**src/rtl/i2c_byte_master.sv**
```systemverilog
// -----------------------------------------------------------------------------
// i2c_byte_master
//
// Byte-level I2C bus initiator. Each accepted command produces an optional
// START (or repeated START when issued from HOLD), eight data bits MSB first,
// one ACK bit and an optional STOP. The bus is driven only through pull-down
// enables; a released line is pulled high externally.
//
// Parameters
//   QUARTER       clock cycles per quarter SCL period (2..65535)
//
// Ports
//   clock         system clock, rising edge
//   reset_n       asynchronous active-low reset
//   cmd_valid     command present
//   cmd_ready     block can accept a command (IDLE or HOLD)
//   cmd_start     precede byte with START / repeated START (forced in IDLE)
//   cmd_stop      follow byte with STOP
//   cmd_read      1 = receive a byte, 0 = transmit tx_byte
//   cmd_ack       read only: 1 = master ACKs the byte, 0 = NACK
//   tx_byte       byte to transmit, MSB first
//   done          one-cycle pulse when a command completes
//   rx_byte       received byte, valid from done until the next done
//   ack_received  write only: 1 = slave ACKed, valid from done
//   busy          block is not IDLE
//   SCL_in/SDA_in raw bus levels
//   SCL_pd/SDA_pd 1 = pull line low, 0 = release
//
// Build option
//   I2C_MASTER_STRETCH_EN  when defined, high phases of BIT_HIGH, ACK_HIGH and
//                          STOP_SETUP do not start counting until the
//                          synchronized SCL reads high (slave clock stretching).
// -----------------------------------------------------------------------------
`default_nettype none

module i2c_byte_master #(
    parameter int unsigned QUARTER = 16'd25
) (
    input  logic       clock,
    input  logic       reset_n,
    input  logic       cmd_valid,
    output logic       cmd_ready,
    input  logic       cmd_start,
    input  logic       cmd_stop,
    input  logic       cmd_read,
    input  logic       cmd_ack,
    input  logic [7:0] tx_byte,
    output logic       done,
    output logic [7:0] rx_byte,
    output logic       ack_received,
    output logic       busy,
    input  logic       SCL_in,
    input  logic       SDA_in,
    output logic       SCL_pd,
    output logic       SDA_pd
);

    localparam logic [15:0] QM1 = 16'(QUARTER - 1);

    typedef enum logic [3:0] {
        IDLE,
        START_SETUP,
        START_HOLD,
        BIT_LOW,
        BIT_HIGH,
        ACK_LOW,
        ACK_HIGH,
        STOP_LOW,
        STOP_SETUP,
        STOP_HOLD,
        HOLD
    } state_t;

    state_t      state;
    logic [1:0]  scl_sync;
    logic [1:0]  sda_sync;
    logic        scl_s;
    logic        sda_s;
    logic [15:0] phase_cnt;    // counts 0..Q-1 within one quarter
    logic        phase_half;   // 0 = first quarter of a phase, 1 = second
    logic [2:0]  bit_cnt;
    logic [2:0]  next_bit;
    logic [7:0]  rx_shift;
    logic [7:0]  lat_tx;
    logic        lat_read;
    logic        lat_ack;
    logic        lat_stop;
    logic        rs_low;       // repeated START: SCL still held low
    logic        accept;
    logic        eff_start;
    logic        quarter_end;
    logic        phase_end;
    logic        sample_pt;
    logic        stretch_hold;

    // Both synchronizer flops reset to 1 so an idle bus reads high.
    always_ff @(posedge clock or negedge reset_n) begin
        if (!reset_n) begin
            scl_sync <= 2'b11;
            sda_sync <= 2'b11;
        end else begin
            scl_sync <= {scl_sync[0], SCL_in};
            sda_sync <= {sda_sync[0], SDA_in};
        end
    end

    assign scl_s = scl_sync[1];
    assign sda_s = sda_sync[1];

    assign cmd_ready   = (state == IDLE) || (state == HOLD);
    assign busy        = (state != IDLE);
    assign accept      = cmd_valid && cmd_ready;
    assign eff_start   = (state == IDLE) ? 1'b1 : cmd_start;

    // A phase is two quarters, so the 16-bit counter never has to hold 2Q.
    assign quarter_end = (phase_cnt == QM1);
    assign phase_end   = quarter_end && phase_half;
    assign sample_pt   = quarter_end && !phase_half;
    assign next_bit    = bit_cnt - 3'd1;

`ifdef I2C_MASTER_STRETCH_EN
    assign stretch_hold = ((state == BIT_HIGH) || (state == ACK_HIGH) ||
                           (state == STOP_SETUP)) && !scl_s;
`else
    logic scl_s_unused;
    assign scl_s_unused = scl_s;
    assign stretch_hold = 1'b0;
`endif

    always_ff @(posedge clock or negedge reset_n) begin
        if (!reset_n) begin
            state        <= IDLE;
            phase_cnt    <= 16'd0;
            phase_half   <= 1'b0;
            bit_cnt      <= 3'd7;
            rx_shift     <= 8'h00;
            lat_tx       <= 8'h00;
            lat_read     <= 1'b0;
            lat_ack      <= 1'b0;
            lat_stop     <= 1'b0;
            rs_low       <= 1'b0;
            SCL_pd       <= 1'b0;
            SDA_pd       <= 1'b0;
            done         <= 1'b0;
            rx_byte      <= 8'h00;
            ack_received <= 1'b0;
        end else begin
            done <= 1'b0;

            // Phase timing; wraps to 0 at the end of every phase.
            if (stretch_hold) begin
                phase_cnt  <= 16'd0;
                phase_half <= 1'b0;
            end else if (quarter_end) begin
                phase_cnt  <= 16'd0;
                phase_half <= ~phase_half;
            end else begin
                phase_cnt  <= phase_cnt + 16'd1;
            end

            case (state)
                IDLE, HOLD: begin
                    phase_cnt  <= 16'd0;
                    phase_half <= 1'b0;
                    if (accept) begin
                        lat_tx   <= tx_byte;
                        lat_read <= cmd_read;
                        lat_ack  <= cmd_ack;
                        lat_stop <= cmd_stop;
                        bit_cnt  <= 3'd7;
                        if (eff_start) begin
                            state  <= START_SETUP;
                            SDA_pd <= 1'b0;
                            // From HOLD SCL is low and must stay low first.
                            rs_low <= (state == HOLD);
                        end else begin
                            // Continue straight into the next byte, SCL already low.
                            state  <= BIT_LOW;
                            SCL_pd <= 1'b1;
                            SDA_pd <= cmd_read ? 1'b0 : ~tx_byte[7];
                        end
                    end
                end

                START_SETUP: begin
                    if (phase_end) begin
                        if (rs_low) begin
                            rs_low <= 1'b0;
                            SCL_pd <= 1'b0;
                        end else begin
                            state  <= START_HOLD;
                            SDA_pd <= 1'b1;
                        end
                    end
                end

                START_HOLD: begin
                    if (phase_end) begin
                        state  <= BIT_LOW;
                        SCL_pd <= 1'b1;
                        SDA_pd <= lat_read ? 1'b0 : ~lat_tx[7];
                    end
                end

                BIT_LOW: begin
                    if (phase_end) begin
                        state  <= BIT_HIGH;
                        SCL_pd <= 1'b0;
                    end
                end

                BIT_HIGH: begin
                    if (sample_pt) begin
                        rx_shift[bit_cnt] <= sda_s;
                    end
                    if (phase_end) begin
                        SCL_pd <= 1'b1;
                        if (bit_cnt == 3'd0) begin
                            state  <= ACK_LOW;
                            SDA_pd <= lat_read ? lat_ack : 1'b0;
                        end else begin
                            state   <= BIT_LOW;
                            bit_cnt <= next_bit;
                            SDA_pd  <= lat_read ? 1'b0 : ~lat_tx[next_bit];
                        end
                    end
                end

                ACK_LOW: begin
                    if (phase_end) begin
                        state  <= ACK_HIGH;
                        SCL_pd <= 1'b0;
                    end
                end

                ACK_HIGH: begin
                    if (sample_pt && !lat_read) begin
                        ack_received <= ~sda_s;
                    end
                    if (phase_end) begin
                        SCL_pd <= 1'b1;
                        if (lat_read) begin
                            rx_byte <= rx_shift;
                        end
                        if (lat_stop) begin
                            state  <= STOP_LOW;
                            SDA_pd <= 1'b1;
                        end else begin
                            state  <= HOLD;
                            SDA_pd <= 1'b0;
                            done   <= 1'b1;
                        end
                    end
                end

                STOP_LOW: begin
                    if (phase_end) begin
                        state  <= STOP_SETUP;
                        SCL_pd <= 1'b0;
                    end
                end

                STOP_SETUP: begin
                    if (phase_end) begin
                        state  <= STOP_HOLD;
                        SDA_pd <= 1'b0;
                    end
                end

                STOP_HOLD: begin
                    if (phase_end) begin
                        state <= IDLE;
                        done  <= 1'b1;
                    end
                end

                default: begin
                    state  <= IDLE;
                    SCL_pd <= 1'b0;
                    SDA_pd <= 1'b0;
                end
            endcase
        end
    end

endmodule

`default_nettype wire

```
**config.mk**
```make
export PLATFORM = sky130hd
export DESIGN_NAME = i2c_byte_master
export DESIGN_NICKNAME = d
export VERILOG_FILES = /design/src/rtl/i2c_byte_master.sv
export SDC_FILE = /design/constraint.sdc
export NUM_CORES = 1
export LEC_CHECK = 0
export ABC_CLOCK_PERIOD_IN_PS = 2650
export CORE_ASPECT_RATIO = 1.4
export CORE_MARGIN = 3
export CORE_UTILIZATION = 37
export CTS_CLUSTER_SIZE = 14
export DETAILED_ROUTE_END_ITERATION = 16
export GPL_TIMING_DRIVEN = 0
export PLACE_DENSITY_LB_ADDON = 0.15
export SKIP_CTS_REPAIR_TIMING = 1
export SYNTH_ARGS = -nofsm -noshare
export SYNTH_HDL_FRONTEND = slang
export SYNTH_SLANG_ARGS = --single-unit
```
**constraint.sdc**
```tcl
create_clock -name clock -period 2.65 [get_ports clock]
set_input_delay 0.53 -clock clock [delete_from_list [all_inputs] [get_ports clock]]
set_output_delay 0.53 -clock clock [all_outputs]
set_load 0.05 [all_outputs]
```
==> metrics <==
status=finished clean; CP Class=reg2reg; Comb pwr share=34.9%; FF+latch count, synth=58; PD cells=847 mW/mm2; Primary FF master, synth=dfrtp_1; I/O pins=31; number of max-cap violations=0; Int Power=2.02 mW; Num CTS Buffers=9; IO buf count=29; CTS clk-pin slew, worst paths=0.07 ns; cell area after synthesis=0.00309 mm2; fmax=400 MHz; DR vias=2317; CP startpoint=bit_cnt[0]; synthesis-to-finish area growth=21.1%; Avg Inst Size Synth=10.5 um2; Switch Pwr=1.15 mW; design area=0.00375 mm2; GRT Residual Overflow=0; hpwl dp=5.01 mm; Async S/R FF share, synth=100%; Final WS setup=0.150 ns; worst-case reg-to-reg path depth=8; clk root buf=clkbuf_8; Flop pwr share=38.8%; die area=0.00951 mm2; Final period util=94.3%; Final Setup Violations=0; initial antenna violation count=0; first-pass GRT wire length=11.9 mm; WL per Instance=15.7 um; Synth cell types=54; CTS H-tree depth=3; type of the worst min-delay path=in2async; Final Wtd Congestion=0.930; Area contributors post-synth=dfrtp_1 (43%), mux2_2 (11%), dfstp_2 (4.2%); Crit. End Element=flip-flop; Core ar.=0.00794 mm2; layout cells sized above 1=21.0%; Final Hold Fails=0; initial drt markers=82; All-Layer GR Usage=15.7%; drt total wl=6.97 mm; internal reg-to-reg setup slack=0.15 ns; Clock Latency Late Sink=0.34 ns; clk_skew=0.0104 ns; fin nets=359; Initial Util=39.0%; Yosys top cell by area=dfrtp_1; Setup crit end=SDA_pd; Data required, critical path=2.88 ns; VDD IR max=378 uV; share of the synthesized area in the top cell type=42.9%; ANT cells=0; net count after synthesis=316; Area after DPL=0.00352 mm2; # rows=38; Final Max Slew Viols=0; yosys warns=0; RR Endpoint=SDA_pd; Period minus WS final=2.50 ns; Post-Syn Instances=295; Post-synth EDFFs=0; TritonCTS clock tree=yes; CP Launch Type=flip-flop; LEAKAGE=1.64 nW; RSZ-0062 raised after global routing=no; post-route ant nets=0; largest net degree at the start of global routing=39; Slew @ Worst Pin=0.593 ns; number of global-route vias before repair=2434; critical path peak fanout=9; sequential area share after synthesis=47.1%; TritonRoute pass-1 iters=4; sw frac=36.3%; Die X=83.3 um; CTS Buffer Depth=2; clock sink total=58; dpl ws=0.119 ns; Clk network pwr share=26.3%; slew margin rel.=60.2%; die height=114 um; DRC=0; Via density=5.23; Worst EP arrival=2.73 ns; Reg2Reg Launch Point=bit_cnt[0]
worst min path at each step:
stage	start	end	slack, ns	cells past startpoint
after floorplan	reset_n	SCL_pd	0.23	0
after global placement	sda_sync[0]	sda_sync[1]	0.35	0
after detailed placement	sda_sync[0]	sda_sync[1]	0.35	0
after CTS	reset_n	state[2]	0.17	1
after global routing	reset_n	SCL_pd	0.20	1
final	reset_n	state[2]	0.16	1
layout make-up:
cell class | instances | area, um2
fill | 735 | 4190
sequential | 58 | 1460
inverter | 11 | 41.3
clock inverter | 6 | 66.3
clock buffer | 10 | 138
buffer | 15 | 72.6
timing repair buffer | 32 | 325
tap | 100 | 125
multi-input combinational | 211 | 1520
cells by family (layout without fill, tap and decap cells):
logic type / after synthesis / count (layout) / share of synthesized area [%]
buffers and inverters: 26 / 74 / 3.68
and+or+nand+nor: 114 / 114 / 20.7
DFF: 58 / 58 / 47.1
xor gates and xnor gates: 16 / 16 / 4.53
adders and majority gates: 4 / 4 / 1.62
AOI/OAI and AO/OA: 42 / 42 / 8.82
muxes: 35 / 35 / 13.5
critical path: stages (launching register included):
cell,delay [ns]
dfstp_2,0.51
buf_4,0.16
inv_1,0.13
ha_1,0.37
mux4_2,0.23
mux2_2,0.15
nor4_1,0.05
or4_1,0.53
mux2_2,0.27
per-layer routing:
metal  GRT usage, %  routed length, um  vias to the layer above
li1               -                  -                     1137
met1           19.8               3110                     1122
met2           25.3               3450                       46
met3           3.60                249                       12
met4           7.74                160                        0
met5              0                  0                        -
placed cells by master, fill, tap and decap left out, types with 7 or more instances in the layout:
cell / n
inv_1: 11
nand4_1: 7
clkbuf_1: 8
nor2_1: 32
a21oi_1: 12
nand3_1: 10
nand2b_1: 7
mux2_2: 30
clkdlybuf4s50_1: 26
xor2_1: 10
nor4_1: 8
clkbuf_8: 10
nand2_1: 19
dfrtp_1: 53
o21ai_0: 12
power by group through the flow:
stage	registers, mW	clock network, mW	logic (mW)
after floorplan	1.24	0	0.803
after CTS	1.23	0.860	1.12
after global routing	1.25	0.904	1.23
final	1.23	0.836	1.11
after global placement	1.24	0	1.09
after detailed placement	1.24	0	1.11
cell usage after synthesis (7+ instances only):
cell / number
nor2_1: 32
dfrtp_1: 53
o21ai_0: 12
nand2_1: 19
clkbuf_1: 8
nand3_1: 10
a21oi_1: 12
mux2_2: 30
nand4_1: 7
nand2b_1: 7
xor2_1: 10
inv_1: 11
nor4_1: 8
stage by stage:
| stage | cells | TNS, ns | util [%] | hold slack [ns] | power [mW] |
|---|---|---|---|---|---|
| floorplan | 295 | 0 | - | 0.234 | 2.04 |
| global placement | 424 | -49.33 | 44.2 | 0.346 | 2.33 |
| detailed placement | 425 | 0 | 44.4 | 0.347 | 2.36 |
| CTS | 441 | -0.162 | 47.0 | 0.171 | 3.21 |
| global route | 443 | 0 | 47.2 | 0.199 | 3.38 |
| finish | 443 | 0 | 47.2 | 0.160 | 3.17 |
state kept, by name, indices dropped and copies added (netlist names), 2 cells and up:
signal,cells
bit_cnt,3
lat_tx,8
phase_cnt,16
rx_byte,8
rx_shift,8
sda_sync,2
state,4
Power figures use the tool's default switching activity.
